===== src/rtl/cec_receiver.sv =====
// cec_receiver
// Bit-level HDMI-CEC receiver for the 27 MHz video clock domain. Synchronises
// the open-drain CEC line, measures low widths and edge-to-edge periods,
// recognises start bits, decodes 10-bit blocks (8 data bits, EOM, ACK) and
// pulls the ACK slot low for blocks addressed to our own logical address.
//
// Ports
//   clk          system clock, 27 MHz
//   rst_n        asynchronous reset, active-low
//   logical_addr own logical address; 4'hF disables directed ACK
//   cec_in       raw CEC line level (asynchronous)
//   cec_send     1 while this block drives cec_out onto the line
//   cec_out      level driven while cec_send=1 (0 when driving)
//   rx_data      last received data byte (MSB first on the wire)
//   rx_eom       EOM bit of the last block
//   rx_header    last block was the first block after a start bit
//   rx_acked     ACK outcome of the last block
//   rx_valid     one-cycle pulse, rx_* fields update on the same cycle
//   frame_error  one-cycle pulse on a timing violation, frame abandoned
module cec_receiver (
  input  logic       clk,
  input  logic       rst_n,
  input  logic [3:0] logical_addr,
  input  logic       cec_in,
  output logic       cec_send,
  output logic       cec_out,
  output logic [7:0] rx_data,
  output logic       rx_eom,
  output logic       rx_header,
  output logic       rx_acked,
  output logic       rx_valid,
  output logic       frame_error
);

  localparam int unsigned CLK_HZ       = 27_000_000;
  localparam int unsigned TICKS_PER_US = CLK_HZ / 1_000_000;

  localparam logic [16:0] CNT_MAX       = 17'h1FFFF;
  localparam logic [16:0] START_MIN     = 17'(3500 * TICKS_PER_US);
  localparam logic [16:0] START_MAX     = 17'(3900 * TICKS_PER_US);
  localparam logic [16:0] ONE_MIN       = 17'(400 * TICKS_PER_US);
  localparam logic [16:0] ONE_MAX       = 17'(800 * TICKS_PER_US);
  localparam logic [16:0] ZERO_MIN      = 17'(1300 * TICKS_PER_US);
  localparam logic [16:0] ZERO_MAX      = 17'(1700 * TICKS_PER_US);
  localparam logic [16:0] START_PER_MIN = 17'(4300 * TICKS_PER_US);
  localparam logic [16:0] START_PER_MAX = 17'(4700 * TICKS_PER_US);
  localparam logic [16:0] BIT_PER_MIN   = 17'(2050 * TICKS_PER_US);
  localparam logic [16:0] HIGH_TIMEOUT  = 17'(2750 * TICKS_PER_US);
  localparam logic [16:0] ACK_CYCLES    = 17'(1500 * TICKS_PER_US);

  typedef enum logic [1:0] {
    IDLE,
    LOW,
    GAP
  } state_t;

  state_t      state, state_next;

  logic        sync1, sync2, level_q;
  logic        fall, rise;
  logic [16:0] low_t, per_t, high_t, ack_t;

  logic [8:0]  sr;
  logic [9:0]  sr_next;
  logic [3:0]  bit_cnt;
  logic        hdr;
  logic        frame_active;
  logic [3:0]  dest;
  logic [3:0]  dest_now;

  logic        is_start, is_one, is_zero;
  logic        after_start, period_ok, ack_hit;
  logic        do_start, do_bit, do_error, do_ack;

  // Two-flop synchroniser plus the level register used for edge detection.
  // Reset to the idle-high level so leaving reset never looks like an edge.
  always_ff @(posedge clk or negedge rst_n) begin
    if (!rst_n) begin
      sync1   <= 1'b1;
      sync2   <= 1'b1;
      level_q <= 1'b1;
    end else begin
      sync1   <= cec_in;
      sync2   <= sync1;
      level_q <= sync2;
    end
  end

  assign fall = level_q & ~sync2;
  assign rise = ~level_q & sync2;

  // Counters restart at 1 on their edge so that, when the closing edge is
  // seen, they hold the number of cycles the line spent in that phase.
  always_ff @(posedge clk or negedge rst_n) begin
    if (!rst_n) begin
      low_t  <= '0;
      per_t  <= '0;
      high_t <= '0;
    end else begin
      if (fall)                low_t <= 17'd1;
      else if (low_t != CNT_MAX) low_t <= low_t + 17'd1;

      if (fall)                per_t <= 17'd1;
      else if (per_t != CNT_MAX) per_t <= per_t + 17'd1;

      if (rise)                 high_t <= 17'd1;
      else if (high_t != CNT_MAX) high_t <= high_t + 17'd1;
    end
  end

  assign is_start = (low_t >= START_MIN) && (low_t <= START_MAX);
  assign is_one   = (low_t >= ONE_MIN)   && (low_t <= ONE_MAX);
  assign is_zero  = (low_t >= ZERO_MIN)  && (low_t <= ZERO_MAX);

  assign sr_next  = {sr, is_one};

  // During the header block the destination is not latched yet; take it from
  // the low nibble of the data bits already shifted in (sr[8:1] is the byte
  // once 9 bits are in).
  assign dest_now = hdr ? sr[4:1] : dest;

  assign after_start = hdr && (bit_cnt == 4'd0);
  assign period_ok   = after_start ? ((per_t >= START_PER_MIN) && (per_t <= START_PER_MAX))
                                   : (per_t >= BIT_PER_MIN);
  assign ack_hit     = (bit_cnt == 4'd9) && (dest_now != 4'hF) &&
                       (dest_now == logical_addr) && (logical_addr != 4'hF);

  // State register.
  always_ff @(posedge clk or negedge rst_n) begin
    if (!rst_n) state <= IDLE;
    else        state <= state_next;
  end

  // Next-state and action strobes. A start bit is refused while we are still
  // pulling the line low ourselves.
  always_comb begin
    state_next = state;
    do_start   = 1'b0;
    do_bit     = 1'b0;
    do_error   = 1'b0;
    do_ack     = 1'b0;
    case (state)
      IDLE: begin
        if (fall) state_next = LOW;
      end
      LOW: begin
        if (rise) begin
          if (is_start && !cec_send) begin
            do_start   = 1'b1;
            state_next = GAP;
          end else if ((is_one || is_zero) && frame_active) begin
            do_bit     = 1'b1;
            state_next = GAP;
          end else begin
            do_error   = 1'b1;
            state_next = IDLE;
          end
        end
      end
      GAP: begin
        if (fall) begin
          if (!period_ok) begin
            do_error   = 1'b1;
            state_next = IDLE;
          end else begin
            do_ack     = ack_hit;
            state_next = LOW;
          end
        end else if (high_t >= HIGH_TIMEOUT) begin
          // A quiet line is a clean end only right after a completed EOM block.
          do_error   = !((bit_cnt == 4'd0) && !hdr && rx_eom);
          state_next = IDLE;
        end
      end
      default: state_next = IDLE;
    endcase
  end

  // Block assembly and result registers.
  always_ff @(posedge clk or negedge rst_n) begin
    if (!rst_n) begin
      sr           <= '0;
      bit_cnt      <= '0;
      hdr          <= 1'b0;
      frame_active <= 1'b0;
      dest         <= '0;
      rx_data      <= '0;
      rx_eom       <= 1'b0;
      rx_header    <= 1'b0;
      rx_acked     <= 1'b0;
      rx_valid     <= 1'b0;
      frame_error  <= 1'b0;
    end else begin
      rx_valid    <= 1'b0;
      frame_error <= do_error;
      if (do_start) begin
        bit_cnt      <= '0;
        hdr          <= 1'b1;
        frame_active <= 1'b1;
      end else if (do_bit) begin
        sr <= sr_next[8:0];
        if (bit_cnt == 4'd9) begin
          rx_data   <= sr_next[9:2];
          rx_eom    <= sr_next[1];
          rx_header <= hdr;
          // Broadcast: a 1 on the ACK slot means nobody rejected it.
          rx_acked  <= (dest_now == 4'hF) ? sr_next[0] : ~sr_next[0];
          rx_valid  <= 1'b1;
          if (hdr) dest <= sr_next[5:2];
          hdr     <= 1'b0;
          bit_cnt <= '0;
        end else begin
          bit_cnt <= bit_cnt + 4'd1;
        end
      end
      if (state_next == IDLE) frame_active <= 1'b0;
    end
  end

  // ACK drive: a fixed-length low pulse, never stretched by later events.
  always_ff @(posedge clk or negedge rst_n) begin
    if (!rst_n) begin
      cec_send <= 1'b0;
      cec_out  <= 1'b1;
      ack_t    <= '0;
    end else if (do_ack) begin
      cec_send <= 1'b1;
      cec_out  <= 1'b0;
      ack_t    <= ACK_CYCLES - 17'd1;
    end else if (cec_send) begin
      if (ack_t == 17'd0) begin
        cec_send <= 1'b0;
        cec_out  <= 1'b1;
      end else begin
        ack_t <= ack_t - 17'd1;
      end
    end
  end

endmodule


===== config.mk =====
export PLATFORM = sky130hd
export DESIGN_NAME = cec_receiver
export DESIGN_NICKNAME = d
export VERILOG_FILES = /design/src/rtl/cec_receiver.sv
export SDC_FILE = /design/constraint.sdc
export NUM_CORES = 1
export LEC_CHECK = 0
export BUFFER_PORTS_ARGS = -buffer_cell sky130_fd_sc_hd__buf_4
export CAP_MARGIN = 20
export CORE_UTILIZATION = 60
export CTS_CLUSTER_SIZE = 12
export DETAILED_ROUTE_END_ITERATION = 10
export HOLD_SLACK_MARGIN = 0.02
export PLACE_DENSITY_LB_ADDON = 0.05
export SLEW_MARGIN = 20
export SYNTH_ARGS = -nofsm -noshare
export SYNTH_HDL_FRONTEND = slang
export SYNTH_SLANG_ARGS = --single-unit

===== constraint.sdc =====
create_clock -name clk -period 4.88 [get_ports clk]
set_input_delay 0.488 -clock clk [delete_from_list [all_inputs] [get_ports clk]]
set_output_delay 0.488 -clock clk [all_outputs]
set_load 0.05 [all_outputs]

# After elaboration in Yosys (flattened, before gate mapping)
# Cells that the tools add are included.
# totals
reg_bits	107
latchBits	0
mem_bits_rw	0
mem_bits_ro	0
input_bits	7
elab_cells	140
mem_count	0
# classes
addsub	5
mul	0
div	0
order_cmp	10
n_eq_ne	11
shifts	0
n_mux	54
bitwise	6
reduce_logical	33
# op_table
op	count
2-to-1 mux 17 bit	9
adder 17 x 1 -> 17 bit (second input constant)	3
greater-or-equal comparator 17 bit (second input constant)	3
inequality test 17 bit (second input constant)	3
greater-or-equal comparator 17 x 16 -> 1 bit (second input constant)	2
<= comparator 17 bit (second input constant)	2
2-to-1 mux 1 bit	33
greater-or-equal comparator 17 x 14 -> 1 bit (second input constant)	1
<= comparator 17 x 15 -> 1 bit (second input constant)	1
<= comparator 17 x 16 -> 1 bit (second input constant)	1
zero test 17 bit	1
subtractor 17 x 1 -> 17 bit (second input constant)	1
2-to-1 mux 4 bit	4
nonzero test 2 bit	8
logical AND 1 bit	12
2-to-1 mux 2 bit	6
equality test 4 bit (second input constant)	2
inequality test 4 bit (second input constant)	2
AND reduction 2 bit	4
case mux 2 bit (3 select lines)	1
adder 4 x 1 -> 4 bit (second input constant)	1
equality test 4 bit	1
zero test 2 bit	2
zero test 4 bit	1
9 further kinds	15

# Logic depth before layout (Yosys ltp)
# Gate-level depths: netlist of run 1.
# depth
ltp_word	10
depth_mapped	12

# Least setup slack after synthesis of run 1
# OpenSTA, ideal clock, no wires.
# synth_path
kind	reg2reg
start	register low_t[5]
end	register rx_data[0]
arrival_ns	2.601
required_time_ns	4.755
setup_slack_ns	2.154
path_stages_with_launch	11
path_buffers	3
period_less_slack_ns	2.726
path_cell_list	dfrtp_1 -> buf_6 -> nand4bb_4 -> or4_4 -> o221ai_2 -> nand4_2 -> and2_4 -> or3_4 -> buf_6 -> buf_12 -> mux2_4
# synth_between
elab_chain_len	9
# synth_rtl
item	line_no	source
start: declaration	61	logic [16:0] low_t, per_t, high_t, ack_t;
start signal: assignment	101	else if (low_t != CNT_MAX) low_t <= low_t + 17'd1;
greater-or-equal comparator 17 x 14 -> 1 bit (tied with other cells)	112	assign is_one = (low_t >= ONE_MIN) && (low_t <= ONE_MAX);
logical AND 1 bit (on tied branches)	112, 113	
logical OR 1 bit	151	end else if ((is_one || is_zero) && frame_active) begin
logical AND 1 bit	151	
2-to-1 mux 1 bit	151	
2-to-1 mux 1 bit	148	if (is_start && !cec_send) begin
2-to-1 mux 1 bit	147	if (rise) begin
2-to-1 mux 1 bit	142	case (state)
AND reduction 3 bit (no source line) *	--	
end signal: assignment	203	rx_data <= sr_next[9:2];
end: declaration	27	output logic [7:0] rx_data,
# Every way passes the cells marked *; elsewhere a longest branch is shown, timed or not.
# A chain may end at the register's enable or synchronous reset.

# Final worst setup path of run 1
# layout_path
start	register low_t[14]
end	register dest[2]
# layout_between
elab_chain_len	9
# layout_rtl
item	line_no	source
greater-or-equal comparator 17 x 14 -> 1 bit (tied with other cells)	112	
logical AND 1 bit (on tied branches)	112, 113	
logical OR 1 bit	151	
logical AND 1 bit	151	
2-to-1 mux 1 bit	151	
2-to-1 mux 1 bit	148	
2-to-1 mux 1 bit	147	
2-to-1 mux 1 bit	142	
AND reduction 3 bit (no source line) *	--	
end signal: assignment	209	if (hdr) dest <= sr_next[5:2];
end: declaration	68	logic [3:0] dest;
# Marks and branches as above.

==> metrics, run 1 <==
Tot Pwr=1.718 mW; Crit Path Max Fanout=16; largest net degree at the start of global routing=60; skew final=0.01048 ns; clk buf depth=2; CP Launch Type=flop; Final GP Congestion=0.9376; die area=10120 sq um; CP startpoint=low_t[14]; combinational power share=12.4%; clock power share=28.9%; outcome=finished clean; placed cell count=712; Starting Density=62.55%; register area share after synthesis=45.98%; Antenna diodes=0; average size of a mapped cell=9.855 sq um; Setup Buffers After CTS=0; Via density=5.898; share of cells above drive strength 1=13.19%; HPWL Detailed=8068 um; hold slack=0.1078 ns; Peak VDD IR=0.2482 mV; Final Hold Vio Count=0; Post-synth EDFFs=0; final cell count without fillers=728; Vias=4294; DR pass1 iterations=5; PD cells=277.4 nW/um^2; CTS Hold Bufs=0; initial antenna violation count=0; Clock transition at path regs=0.09 ns; Synth area leaders=dfrtp_1 44%, xor2_1 5.0%, nor2_1 4.2%, mux2_2 3.3%, ha_1 3.0%; row cnt=35; fmax=0.3298 GHz; drc violations=0; Post-synth top cells=103 x dfrtp_1, 65 x nor2_1, 44 x nand2_1, 33 x xor2_1, 28 x nand3_1; fill cell count=775; r2r startpoint=low_t[14]; end point of the critical path=dest[2]; root buffer cell=clkbuf_8; Max-cap violations=0; worst slew pin tran=0.7476 ns; vias in the first global route=4032; IO buf count=21; Hold WC Path Type=input port to asynchronous set/reset pin; Clock Latency Late Sink=0.38 ns; dpl cell area=6018 sq um; Sink Count=107; total grt overflow=0; unrepaired setup endpoints after global routing=false; max incr delay on CP=0.65 ns; Synth warnings=0; post-route clock period utilization=62.14%; area leader, netlist=dfrtp_1; #FFs+latches synth=107; Final #Nets=615; WL/cell=15.76 um; gate count after technology mapping=592; first-pass GRT wire length=19350 um; Area Overhead vs Synth=6.176%; r2r endpoint=dest[2]; crit path DAT=3.29 ns; asr flop ratio synth=100.0%; Final setup viols=0; PostCTS Resize Cnt=0; internal power=1.232 mW; P_leak=2.757 nW; setup TNS=0 ns; post-synth top area share=44.18%; Netlist Area Pre-Place=5834 sq um; max-slew violations=0; Routed WL=11470 um; switch share=28.28%; CP Capture Type=flop; design area=6195 sq um; worst r2r path cells=7; DR iter-0 viols=166; ys flop type=dfrtp_1; flop-to-flop setup slack=1.85 ns; Crit Path Class=flop to flop; Die Y=100.6 um; Sequential Power Share=58.7%; GR Util All Layers=24.31%; Tmin final=3.032 ns; count of cell types in the netlist=65; I/O pin total=22; die width=100.6 um; Synth Net Count=613; most frequent cell after synthesis=dfrtp_1; Net Switching=0.4860 mW; core area=9328 sq um; Required @ worst endpoint=5.14 ns; CP max-delay cell=dfrtp_1; Antenna Nets Post-Route=0; critical path, cell by cell=nor4bb_1, a31oi_1, o31ai_1, o2111ai_1, and2_4, or4_4, mux2_1; CTS tree=yes; number of CTS-inserted buffers=9; H-tree depth=3; headroom to the max-slew limit=49.90%
## per-stage QoR
| stage | utilization, % | setup slack (ns) |
|---|---|---|
| 4_1_cts | 66.37 | 1.650 |
| 2_1_floorplan | - | 2.154 |
| 6_report | 66.41 | 1.848 |
| 5_1_grt | 66.41 | 1.713 |
| 3_3_place_gp | 64.52 | 1.813 |
| 3_5_place_dp | 64.52 | 1.663 |
## logic make-up after synthesis
| group | share of synthesized area (%) |
|---|---|
| compound gates | 10.32 |
| xor+xnor | 7.806 |
| fa+ha+maj | 3.002 |
| buf+inv | 3.903 |
| flops | 45.98 |
| mux | 6.648 |
| simple gates | 22.35 |
## routing by layer
layer	GRT usage, %	vias up	wire [um]
met5	0	-	0
met2	39.78	67	5502
met1	33.23	2100	5504
met3	4.646	10	340
li1	-	2117	-
met4	6.689	0	122
## worst max-delay path, delay by kind of cell, from the launching register on
| kind | cells | cell delay [ns] |
|---|---|---|
| and+or+nand+nor | 3 | 1.24 |
| AOI/OAI and AO/OA | 3 | 0.69 |
| DFF | 1 | 0.65 |
| muxes | 1 | 0.33 |
## power groups by stage
stage	clock, mW	sequential (mW)	combinational [mW]
5_1_grt	0.538	1.02	0.245
4_1_cts	0.511	1.01	0.216
3_3_place_gp	0	1.02	0.209
2_1_floorplan	0	0.982	0.185
6_report	0.497	1.01	0.212
3_5_place_dp	0	1.02	0.214
## how the worst min path moves through the flow
stage	from	to	slack [ns]	cells after the start
floorplan	rst_n	ack_t[0]	0.19	0
global placement	sync1	sync2	0.37	0
detailed placement	sync1	sync2	0.37	0
CTS	rst_n	per_t[5]	0.13	1
global route	rst_n	per_t[7]	0.16	1
finish	rst_n	per_t[7]	0.11	1
## sequential cells by signal, summed over array words and instances (netlist names), 2 cells and up
| signal | cells |
|---|---|
| rx_data | 8 |
| bit_cnt | 4 |
| dest | 4 |
| state | 2 |
| high_t | 17 |
| per_t | 17 |
| sr | 9 |
| ack_t | 17 |
| low_t | 17 |
## layout make-up
class | instances | area [sq um] | share of cell area [%]
Clock buffer | 14 | 162.7 | 2.626
Clock inverter | 2 | 10.01 | 0.1616
Inverter | 18 | 67.56 | 1.091
Multi-Input combinational cell | 434 | 2930 | 47.30
Sequential cell | 107 | 2683 | 43.30
Tap cell | 129 | 161.4 | 2.606
Timing Repair Buffer | 24 | 180.2 | 2.909
## cells in the final DEF, fill, tap and decap left out, types with 12 or more instances in the layout
cell type / Yosys / routed
nand4_1: 13 / 13
o21ai_0: 15 / 15
xor2_1: 33 / 33
dfrtp_1: 103 / 103
xnor2_1: 19 / 19
nand2_1: 44 / 44
buf_4: 0 / 24
nor2_1: 65 / 65
mux2_2: 17 / 17
a21oi_1: 21 / 20
nand3_1: 28 / 28
ha_1: 14 / 14
or3_1: 12 / 12
inv_1: 18 / 18
nor3_1: 18 / 18
and2_1: 12 / 12
Power figures use the tool's default switching activity.
==> inputs of run 2 (changes only) <==
--- a/config.mk
+++ b/config.mk
@@ -5,6 +5,7 @@
 export SDC_FILE = /design/constraint.sdc
 export NUM_CORES = 1
 export LEC_CHECK = 0
+export ABC_AREA = 1
 export BUFFER_PORTS_ARGS = -buffer_cell sky130_fd_sc_hd__buf_4
 export CAP_MARGIN = 20
 export CORE_UTILIZATION = 60
==> constraint.sdc (replaced) <==
create_clock -name clk -period 3 [get_ports clk]
set_input_delay 0.3 -clock clk [delete_from_list [all_inputs] [get_ports clk]]
set_output_delay 0.3 -clock clk [all_outputs]
set_load 0.05 [all_outputs]
==> metrics, run 2 <==
GR Util met1=37.88% (was 33.23%); unrepaired setup endpoints after global routing=false (unchanged); Required @ worst endpoint=3.27 ns (was 5.14 ns); Final GP Congestion=0.9346 (was 0.9376); Post-synth top cells=176 x nand2_1, 122 x inv_1, 113 x nor2_1, 103 x dfrtp_1, 72 x nand3_1 (was 103 x dfrtp_1, 65 x nor2_1, 44 x nand2_1, 33 x xor2_1, 28 x nand3_1); GRT Max-Usage Layer=met2 (unchanged); Final setup viols=0 (unchanged); Antenna Nets Post-Route=0 (unchanged); DR iter-0 viols=333 (was 166); max-slew violations=0 (unchanged); average size of a mapped cell=7.295 sq um (was 9.855 sq um); clock power share=29.9% (was 28.9%); post-synth top area share=41.04% (was 44.18%); Max-cap violations=0 (unchanged); ys flop type=dfrtp_1 (unchanged); Final Hold Vio Count=0 (unchanged); crit path DAT=2.89 ns (was 3.29 ns); P_leak=3.288 nW (was 2.757 nW); commonest cells after routing, fill and taps aside=176 x nand2_1, 122 x inv_1, 112 x nor2_1, 103 x dfrtp_1, 72 x nand3_1 (was 103 x dfrtp_1, 65 x nor2_1, 44 x nand2_1, 33 x xor2_1, 28 x nand3_1); Post-synth EDFFs=0 (unchanged); Net Switching=0.8859 mW (was 0.4860 mW); largest net degree at the start of global routing=59 (was 60); Synth warnings=0 (unchanged); H-tree depth=3 (unchanged); Hold WC Path Type=flop to flop (was input port to asynchronous set/reset pin); most common cell after layout, fill and taps aside=nand2_1 (was dfrtp_1); setup TNS=0 ns (unchanged); combinational power share=15.4% (was 12.4%); total grt overflow=0 (unchanged); drc violations=0 (unchanged); area leader, netlist=dfrtp_1 (unchanged); worst slew pin tran=0.7783 ns (was 0.7476 ns); die area=10880 sq um (was 10120 sq um); die width=104.3 um (was 100.6 um); Clock transition at path regs=0.10 ns (was 0.09 ns); most frequent cell after synthesis=nand2_1 (was dfrtp_1); M2 GR Usage=41.67% (was 39.78%); r2r endpoint=low_t[15] (was dest[2]); skew final=0.01618 ns (was 0.01048 ns); HPWL Detailed=10350 um (was 8068 um); switch share=29.75% (was 28.28%); I/O pin total=22 (unchanged); DR pass1 iterations=5 (unchanged); internal power=2.092 mW (was 1.232 mW); Synth area leaders=dfrtp_1 41%, nand2_1 11%, inv_1 7.3%, nor2_1 6.8%, nand3_1 5.7% (was dfrtp_1 44%, xor2_1 5.0%, nor2_1 4.2%, mux2_2 3.3%, ha_1 3.0%); Final WS setup=0.3815 ns (was 1.848 ns); Antenna diodes=0 (unchanged); Final #Nets=905 (was 615); initial antenna violation count=0 (unchanged); IO buf count=21 (unchanged); CTS tree=yes (unchanged); Crit Path Max Fanout=10 (was 16); row cnt=36 (was 35); end point of the critical path=low_t[15] (was dest[2]); register area share after synthesis=42.71% (was 45.98%); vias in the first global route=5313 (was 4032); Tmin final=2.618 ns (was 3.032 ns); clk buf depth=2 (unchanged); CP Launch Type=flop (unchanged); Vias=5725 (was 4294); post-route clock period utilization=87.28% (was 62.14%); Synth Net Count=882 (was 613); Area Overhead vs Synth=8.008% (was 6.176%); r2r startpoint=low_t[11] (was low_t[14]); number of CTS-inserted buffers=9 (unchanged); Peak VDD IR=0.5152 mV (was 0.2482 mV); first-pass GRT wire length=24040 um (was 19350 um); WL/cell=13.69 um (was 15.76 um); count of cell types in the netlist=45 (was 65); outcome=finished clean (unchanged); core area=9955 sq um (was 9328 sq um); gate count after technology mapping=861 (was 592); headroom to the max-slew limit=48.06% (was 49.90%); fmax=0.3819 GHz (was 0.3298 GHz); CP Capture Type=flop (unchanged); Clock Latency Late Sink=0.39 ns (was 0.38 ns); Netlist Area Pre-Place=6281 sq um (was 5834 sq um); pre-CTS setup slack=0.4008 ns (was 1.663 ns); Starting Density=63.10% (was 62.55%); flop-to-flop setup slack=0.38 ns (was 1.85 ns); share of cells above drive strength 1=7.987% (was 13.19%); Sequential Power Share=54.7% (was 58.7%); Via density=5.602 (was 5.898); CP startpoint=low_t[11] (was low_t[14]); Die Y=104.3 um (was 100.6 um); root buffer cell=clkbuf_8 (unchanged); GR Util All Layers=27.21% (was 24.31%); Sink Count=107 (unchanged); Routed WL=14000 um (was 11470 um); met3 Use GR=6.892% (was 4.646%); Crit Path Class=flop to flop (unchanged); #FFs+latches synth=107 (unchanged); asr flop ratio synth=100.0% (unchanged); worst r2r path cells=13 (was 7); Setup Buffers After CTS=0 (unchanged); PD cells=439.0 nW/um^2 (was 277.4 nW/um^2)
-- run 2: logic make-up (layout without fill, tap and decap cells) --
family	Yosys count	after routing	share of synthesized area, %
xor gates and xnor gates	11	11	1.534
buffers and inverters	146	174	9.203
DFF	107	107	42.71
and+or+nand+nor	432	432	30.44
AOI/OAI and AO/OA	151	151	13.33
adders and majority gates	14	14	2.789
-- run 2: worst min path at each step --
stage                    end  cells past startpoint  slack (ns)   from
floorplan           ack_t[0]                      0       0.004  rst_n
global placement    per_t[5]                      1        0.36  rst_n
detailed placement  per_t[5]                      1        0.37  rst_n
CTS                  level_q                      0        0.37  sync2
global route         level_q                      0        0.37  sync2
finish               level_q                      0        0.37  sync2
-- run 2: routing by layer --
layer	vias up	part of all wire, %
li1	2856	-
met1	2680	47
met2	168	46
met3	21	6.2
met4	0	1.6
met5	-	0
-- run 2: cell type report --
type	instances	area, sq um
Fill cell	849	3171
Clock inverter	4	51.30
Timing Repair Buffer	28	227.7
Clock buffer	12	145.1
Tap cell	133	166.4
Multi-Input combinational cell	608	3023
Inverter	130	488.0
Sequential cell	107	2683
-- run 2: worst max-delay path, cell delays in order, from the launching register on --
cell     delay (ns)
dfrtp_1        0.49
nand2_1        0.13
nor2_1         0.10
nand4_1        0.14
nor2_1         0.06
ha_1           0.22
nor4_2         0.38
nand2_1        0.13
nor2_1         0.20
nand2_1        0.14
nor2_1         0.20
nand3_1        0.11
o21ai_0        0.16
a21oi_1        0.05
-- run 2: stage by stage --
step | instance area, sq um | util (%) | instances | hold slack (ns) | total power, mW
after floorplan | 6281 | - | 861 | 0.004409 | 1.951
after global placement | 6565 | 65.95 | 1004 | 0.3614 | 2.071
after detailed placement | 6565 | 65.95 | 1004 | 0.3657 | 2.105
after CTS | 6782 | 68.12 | 1022 | 0.3703 | 3.004
after global routing | 6784 | 68.15 | 1022 | 0.3690 | 3.141
final | 6784 | 68.15 | 1022 | 0.3722 | 2.978
-- run 2: power groups by stage --
| stage | Combinational [mW] | Sequential (mW) | Clock [mW] |
|---|---|---|---|
| finish | 0.458 | 1.63 | 0.890 |
| global route | 0.523 | 1.65 | 0.972 |
| CTS | 0.454 | 1.63 | 0.924 |
| detailed placement | 0.449 | 1.66 | 0 |
| global placement | 0.424 | 1.65 | 0 |
| floorplan | 0.313 | 1.64 | 0 |
-- run 2: what timing repair did --
| action | in CTS | in global routing |
|---|---|---|
| endpoints found under the hold margin | 47 | 0 |
| endpoints found under the setup margin | 0 | 1 |
| gates resized for setup | 0 | 1 |
| hold buffers | 2 | 0 |
